## src/rtl/axi2mem_tcdm_rw_arb.sv

```systemverilog
// Shares one TCDM port between the read and write request streams and routes in-order responses back with their IDs.
// Latency: zero added cycles on both the request and response paths, which are purely combinational.
// Backpressure: a stalled request locks the grant until it is taken; no new request is issued while the tracker is full.
module axi2mem_tcdm_rw_arb #(
    parameter int ADDR_WIDTH      = 32,
    parameter int DATA_WIDTH      = 32,
    parameter int ID_WIDTH        = 6,
    parameter int MAX_OUTSTANDING = 4
) (
    input  logic                             clk_i,
    input  logic                             rst_i,
    input  logic [1:0]                       ch_req_i,
    input  logic [1:0][ADDR_WIDTH-1:0]       ch_add_i,
    input  logic [1:0]                       ch_we_i,
    input  logic [1:0][DATA_WIDTH-1:0]       ch_wdata_i,
    input  logic [1:0][DATA_WIDTH/8-1:0]     ch_be_i,
    input  logic [1:0][ID_WIDTH-1:0]         ch_id_i,
    output logic [1:0]                       ch_gnt_o,
    output logic [1:0]                       ch_r_valid_o,
    output logic [DATA_WIDTH-1:0]            ch_r_rdata_o,
    output logic [ID_WIDTH-1:0]              ch_r_id_o,
    output logic                             tcdm_req_o,
    output logic [ADDR_WIDTH-1:0]            tcdm_add_o,
    output logic                             tcdm_we_o,
    output logic [DATA_WIDTH-1:0]            tcdm_wdata_o,
    output logic [DATA_WIDTH/8-1:0]          tcdm_be_o,
    input  logic                             tcdm_gnt_i,
    input  logic                             tcdm_r_valid_i,
    input  logic [DATA_WIDTH-1:0]            tcdm_r_rdata_i,
    output logic                             busy_o,
    output logic                             err_o
);

    localparam int PTR_W = $clog2(MAX_OUTSTANDING);
    localparam int CNT_W = PTR_W + 1;

    typedef struct packed {
        logic                owner;
        logic [ID_WIDTH-1:0] id;
    } trk_entry_t;

    trk_entry_t       trk_q [MAX_OUTSTANDING];
    trk_entry_t       head;
    logic [PTR_W-1:0] wr_ptr_q, rd_ptr_q;
    logic [CNT_W-1:0] cnt_q;
    logic             rr_q, lock_q, locked_ch_q, err_q;
    logic             full, empty, push, pop, winner;
    logic [1:0]       eligible;

    // Full comes from the registered count only, so a same-cycle pop never frees a slot early.
    assign full     = (cnt_q == CNT_W'(MAX_OUTSTANDING));
    assign empty    = (cnt_q == '0);
    assign eligible = full ? 2'b00 : ch_req_i;

    always_comb begin
        winner = rr_q;
        if (lock_q)
            winner = locked_ch_q;
        else if (eligible == 2'b01)
            winner = 1'b0;
        else if (eligible == 2'b10)
            winner = 1'b1;
    end

    assign tcdm_req_o   = lock_q | (|eligible);
    assign push         = tcdm_req_o & tcdm_gnt_i;
    assign tcdm_add_o   = ch_add_i[winner];
    assign tcdm_we_o    = ch_we_i[winner];
    assign tcdm_wdata_o = ch_wdata_i[winner];
    assign tcdm_be_o    = ch_be_i[winner];

    always_comb begin
        ch_gnt_o         = 2'b00;
        ch_gnt_o[winner] = push;
    end

    assign head         = trk_q[rd_ptr_q];
    assign pop          = tcdm_r_valid_i & ~empty;
    assign ch_r_rdata_o = tcdm_r_rdata_i;
    assign ch_r_id_o    = head.id;
    assign busy_o       = ~empty;
    assign err_o        = err_q;

    always_comb begin
        ch_r_valid_o             = 2'b00;
        ch_r_valid_o[head.owner] = pop;
    end

    always_ff @(posedge clk_i or posedge rst_i) begin
        if (rst_i) begin
            rr_q        <= 1'b0;
            lock_q      <= 1'b0;
            locked_ch_q <= 1'b0;
        end else if (push) begin
            rr_q   <= ~winner;
            lock_q <= 1'b0;
        end else if (tcdm_req_o) begin
            lock_q      <= 1'b1;
            locked_ch_q <= winner;
        end
    end

    always_ff @(posedge clk_i or posedge rst_i) begin
        if (rst_i) begin
            wr_ptr_q <= '0;
            rd_ptr_q <= '0;
            cnt_q    <= '0;
            err_q    <= 1'b0;
        end else begin
            if (push)
                wr_ptr_q <= wr_ptr_q + PTR_W'(1);
            if (pop)
                rd_ptr_q <= rd_ptr_q + PTR_W'(1);
            if (push && !pop)
                cnt_q <= cnt_q + CNT_W'(1);
            else if (pop && !push)
                cnt_q <= cnt_q - CNT_W'(1);
            if (tcdm_r_valid_i && empty)
                err_q <= 1'b1;
        end
    end

    // Entry storage needs no reset: only slots between the pointers are ever read.
    always_ff @(posedge clk_i) begin
        if (push)
            trk_q[wr_ptr_q] <= '{owner: winner, id: ch_id_i[winner]};
    end

endmodule

```

## config.mk

```make
export PLATFORM = sky130hd
export DESIGN_NAME = axi2mem_tcdm_rw_arb
export DESIGN_NICKNAME = d
export VERILOG_FILES = /design/src/rtl/axi2mem_tcdm_rw_arb.sv
export SDC_FILE = /design/constraint.sdc
export NUM_CORES = 1
export LEC_CHECK = 0
export BUFFER_PORTS_ARGS = -buffer_cell sky130_fd_sc_hd__clkbuf_2
export CORE_AREA = 5 5 113 115
export CTS_CLUSTER_DIAMETER = 30
export DETAILED_ROUTE_END_ITERATION = 6
export DIE_AREA = 0 0 118 120
export SLEW_MARGIN = 20
export SYNTH_ARGS = -nofsm -noshare
export SYNTH_HDL_FRONTEND = slang
export SYNTH_SLANG_ARGS = --single-unit
```

## constraint.sdc

```tcl
create_clock -name clk_i -period 2.7 [get_ports clk_i]
set_input_delay 0.54 -clock clk_i [delete_from_list [all_inputs] [get_ports clk_i]]
set_output_delay 0.54 -clock clk_i [all_outputs]
set_load 0.03 [all_outputs]
```

Word-level counts from Yosys, hierarchy flattened
Memories as Yosys holds them, arrays and structs flattened.
Cells that the tools add are included.
Widths: inputs -> output; s select.
{ "word_totals": {"regBits": 11, "inputBits": 188, "memories": 1, "ramBits": 28} }
{ "classes": {"add_sub_neg": 4, "n_eq_ne": 3, "order_cmp": 4, "n_bitwise": 8, "reduce_logical": 12, "muxes": 24} }
{ "mem_list": {"columns": ["name", "words", "width", "read_ports", "rd_ports_with_merged_regs", "wr", "line", "rtl"], "rows": [
  ["trk_q", 4, 7, 1, 0, 1, "42", "trk_entry_t trk_q [MAX_OUTSTANDING];"]
]} }
{ "ops": {"columns": ["cell", "n"], "rows": [
  ["$mux 32", 4],
  ["$mux 6", 2],
  ["$mux 1", 11],
  ["$mux 4", 2],
  ["$mux 3", 2],
  ["$logic_and 1x1->1", 5],
  ["$add 2x1->2 const B", 2],
  ["$and 2x2->2", 2],
  ["$lt 1x2->1 const B", 2],
  ["$reduce_bool 2->1", 2],
  ["$add 3x1->3 const B", 1],
  ["$eq 3x3->1 const B", 1],
  ["$logic_not 3->1", 1],
  ["$not 1->1", 3],
  ["$sub 3x1->3 const B", 1],
  ["$and 1x1->1", 2],
  ["$demux 1 s1", 2],
  ["$eq 2x1->1 const B", 1],
  ["$eq 2x2->1 const B", 1],
  ["$ge 1x1->1 const B", 2],
  ["$logic_not 1->1", 2],
  ["$mux 2", 1],
  ["$reduce_and 2->1", 1],
  ["$reduce_or 2->1", 1],
  ["$or 1x1->1", 1]
]} }

Logic depth before layout (Yosys ltp)
{ "depth": {"ltp_word": 11, "mapped_depth": 10} }

Worst setup path after synthesis
No wires, ideal clock.
{ "synth_timing": {"path_type": "input to register", "start": "in ch_req_i[1]", "end": "reg cnt_q[2]", "path_slack_ps": 78, "setup_time_ps": 79, "t_arrival_ps": 2542, "cell_stages": 10, "t_required_ps": 2621, "cell_sequence": "nor2_1 > o21bai_1 > nand2_1 > inv_1 > ha_1 > inv_1 > fa_1 > xor2_1 > nor2_1 > xor2_1"} }
{ "synth_via": {"elab_chain_cells": 7, "elab_cells_between_ends": 9, "classes_between": "2 x mux; 2 x bitwise; 5 x reduce/logical"} }
{ "synth_rtl": {"columns": ["element", "line", "rtl"], "rows": [
  ["from (decl)", "12", "input logic [1:0] ch_req_i,"],
  ["$mux 2 *", "53", "assign eligible = full ? 2'b00 : ch_req_i;"],
  ["$reduce_or 2->1 *", "65", "assign tcdm_req_o = lock_q | (|eligible);"],
  ["$or 1x1->1 *", "65", null],
  ["via tcdm_req_o", "22", "output logic tcdm_req_o,"],
  ["$and 1x1->1 *", "66", "assign push = tcdm_req_o & tcdm_gnt_i;"],
  ["via push", "47", "logic full, empty, push, pop, winner;"],
  ["$logic_not 1->1", "116", "else if (pop && !push)"],
  ["$logic_and 1x1->1", "116", null],
  ["$reduce_bool 2->1 (no source line)", null, null],
  ["to (signal assigned)", "115", "cnt_q <= cnt_q + CNT_W'(1);"],
  ["to (signal assigned)", "117", "cnt_q <= cnt_q - CNT_W'(1);"],
  ["to (decl)", "45", "logic [CNT_W-1:0] cnt_q;"]
]} }
Mark *: on every way through the listed nets, which the timed path passes. The rest lies on a longest branch.
A chain may end at the register's enable or synchronous reset.

Worst setup path in the final report
{ "layout_timing": {"start": "reg cnt_q[0]", "end": "out tcdm_wdata_o[19]"} }
{ "layout_via": {"elab_chain_cells": 8, "elab_cells_between_ends": 9, "classes_between": "3 x eq/ne; 6 x mux"} }
{ "layout_rtl": {"columns": ["element", "line", "rtl"], "rows": [
  ["$eq 3x3->1 *", "51", "assign full = (cnt_q == CNT_W'(MAX_OUTSTANDING));"],
  ["$mux 2 *", "53", null],
  ["$eq 2x2->1", "61", "else if (eligible == 2'b10)"],
  ["$mux 1", "61", null],
  ["$mux 1 *", "59", "else if (eligible == 2'b01)"],
  ["$mux 1 *", "57", "if (lock_q)"],
  ["$mux 32 (not written as such) * (2 in series)", "69", "assign tcdm_wdata_o = ch_wdata_i[winner];"],
  ["to (decl)", "25", "output logic [DATA_WIDTH-1:0] tcdm_wdata_o,"]
]} }
Every way passes the cells marked *; elsewhere a longest branch is shown, timed or not. The select of a mux whose other input is x is not followed.

==> flow_summary.toml <==
[die]
rows = 40
io_pins = 302
core_mm2 = 0.01171
die_h_um = 120
fp.dieArea_mm2 = 0.01416
die_w_um = 118
start_util_pct = 24.25

[synthesis]
synthFlopType = "edfxtp_1"
syn_inst = 214
ys_seq_area_share_pct = 39.30
synthArstFlopShare_pct = 28.21
synth.ff_latch_count = 39
synth_edf_count = 28
syn_area_mm2 = 0.002840
avgSynthCellArea_um2 = 13.27
ys_warn_count = 0
ys_types = 31
synth_nets = 408

[setup_path]
cp_cell_sequence = "or3b_4 -> a31oi_4 -> a22o_4 -> buf_12 -> mux2_2 -> buf_4"
path_max_fanout = 19
path_class = "reg2out"
critPathMaxStageDelay_ns = 0.42
reg2reg_slack_ns = 0.30
cp-end-kind = "primary output"
slowest_stage = "or3b_4"
crit_end = "tcdm_wdata_o[19]"
reg2reg_depth = 12
r2r-start = "cnt_q[2]"
r2r_end = "cnt_q[2]"
critPathRequiredTime_ns = 2.16
cp_num_buf_inv = 2
cp.depth = 6
arrival_ns = 2.19
setup.worst_path.start = "cnt_q[0]"
cp_top_family = "simple AND/OR/NAND/NOR gates"
startpoint_type = "flop"

[global_route]
use_met2_pct = 27.37
met3_usage_pct = 5.278
gr-usage-met1_pct = 18.40
grt_pass1_vias = 2932
grt-busiest-layer = "met2"
grt_start_max_net_pins = 36
globalRouteOverflowTotal = 0
antenna_found_initial = 0
grt_usage_pct = 15.63
grt_pass1_wl_um = 17250

[final_layout]
final_area_mm2 = 0.004917
final_nets = 623
layout-drive-gt1-share_pct = 80.70
multiInputGateArea_mm2 = 0.001544
syn_to_final_growth_pct = 73.13
final_util_pct = 41.99
ff_latch_area_mm2 = 0.001116
mostFrequentLayoutCells = "166 x clkbuf_2, 49 x mux2_4, 43 x buf_8"
fillers = 1128
final_common_cell = "clkbuf_2"
n_antenna_cell = 0

[sta]
setup_viol = 19
rsz0062_at_grt = "true"
post-route-period-util_pct = 100.9
slew_violations = 0
worst_slack_ns = -0.02550
final_hold_viol_count = 0
tightest_slew_ns = 0.4146
clock_skew_ns = 0.002429
hold_ws_ns = 0.2309
final.min_clock_period_ns = 2.726
max_freq_mhz = 366.9
slew_headroom_pct = 72.33

[power]
switching_share_pct = 41.47
switching_power_uw = 2186
ir_drop_mv = 0.6372
cellPowerDensity_mw_per_mm2 = 1072
leakagePower_uw = 0.002448
p_seq_share_pct = 18.2
p_clk_share_pct = 12.1
totalPowerFinal_uw = 5272
p_int_uw = 3086
pwr-share-comb_pct = 69.8

[clock_network]
insertion_delay_ns = 0.27
htreeDepth = 2
cts.clk_slew.worst_paths_ns = 0.05
clkSinkCount = 39
clk_path_buf_depth = 2
cts-root-buf = "clkbuf_16"
tritoncts = "built"
cts_buffers = 5

[drt]
dr.pass1.iters = 5
wl_per_cell_um = 20.48
drt-initial-drc-count = 60
via_per_inst = 4.482
wirelength_um = 11820
drc = 0
antenna_left = 0
vias = 2586

[outcome]
status = "finished, violations left"
violations = "negative setup slack"

[placement]
place_area_mm2 = 0.003948
place_hpwl_um = 9489
place_ws_ns = 0.05810
io_buffer_count = 237
place_congestion = 0.8704

[min_path]
holdCritPathClass = "in2async"

[job]
maxCapViolCount = 0
logic make-up (layout without fill, tap and decap cells):
| kind of cell | after synthesis | after routing | synth area share [%] |
|---|---|---|---|
| AOI/OAI and AO/OA | 7 | 7 | 1.850 |
| DFF | 39 | 39 | 39.30 |
| xor gates and xnor gates | 6 | 6 | 1.850 |
| adders and majority gates | 6 | 6 | 2.908 |
| buffers and inverters | 52 | 268 | 13.35 |
| and+or+nand+nor | 20 | 20 | 3.921 |
| muxes | 84 | 84 | 36.83 |
final cells by class:
type                       instances  area share (%)
clock buffer                       5           2.545
tap                              147           3.740
timing repair buffer             252           38.22
inverter                           8          0.6107
sequential                        39           22.70
clock inverter                     3          0.7888
multi-input combinational        123           31.40
synth_stat cells (2+ instances only):
master / number / area [µm²]
dfrtp_1: 11 / 275.3
buf_4: 38 / 285.3
nor2_1: 5 / 18.77
clkbuf_1: 2 / 7.510
inv_1: 8 / 30.03
and3_1: 5 / 31.28
xnor2_1: 4 / 35.03
nand3_1: 2 / 10.01
nand2_1: 3 / 11.26
buf_12: 2 / 40.04
mux4_2: 7 / 157.7
edfxtp_1: 28 / 840.8
xor2_1: 2 / 17.52
mux2_4: 6 / 90.09
o21bai_1: 2 / 15.01
mux2_2: 70 / 788.3
ha_1: 5 / 62.56
per-layer routing:
layer	share of wire [%]	wire length, µm
met1	37	4393
met3	8.4	989
met4	1.6	189
met2	53	6247
met5	0	0
how the worst min path moves through the flow:
stage,to,cells past startpoint,start,slack (ns)
4_1_cts,rd_ptr_q[1],2,rst_i,0.24
2_1_floorplan,cnt_q[0],1,rst_i,0.39
3_5_place_dp,err_o,1,err_o,0.47
5_1_grt,rd_ptr_q[1],2,rst_i,0.26
3_3_place_gp,err_o,1,err_o,0.46
6_report,rr_q,2,rst_i,0.23
registers in the layout, indices dropped and copies added (netlist names):
signal,cells
trk_q,28
locked_ch_q,1
rd_ptr_q,2
lock_q,1
rr_q,1
err_o,1
cnt_q,3
wr_ptr_q,2
timing repair:
action                     in CTS  in global routing
setup buffers                   5                  2
setup endpoints to repair      71                 71
hold buffers                    0                  0
gates resized for setup       126                103
pin swaps                       2                  2
cloned                          1                  1
power groups by stage:
stage / sequential (µW) / combinational (µW) / clock, µW
floorplan: 936 / 2180 / 0
global placement: 962 / 2750 / 0
detailed placement: 971 / 2800 / 0
CTS: 961 / 3390 / 651
global route: 980 / 3860 / 680
finish: 957 / 3680 / 636
through the flow:
step                instances  TNS [ns]
finish                    577   -0.2825
global route              577    -5.340
CTS                       575   -0.8331
detailed placement        561         0
global placement          561         0
floorplan                 214         0
(Power assumes the default switching activity.)
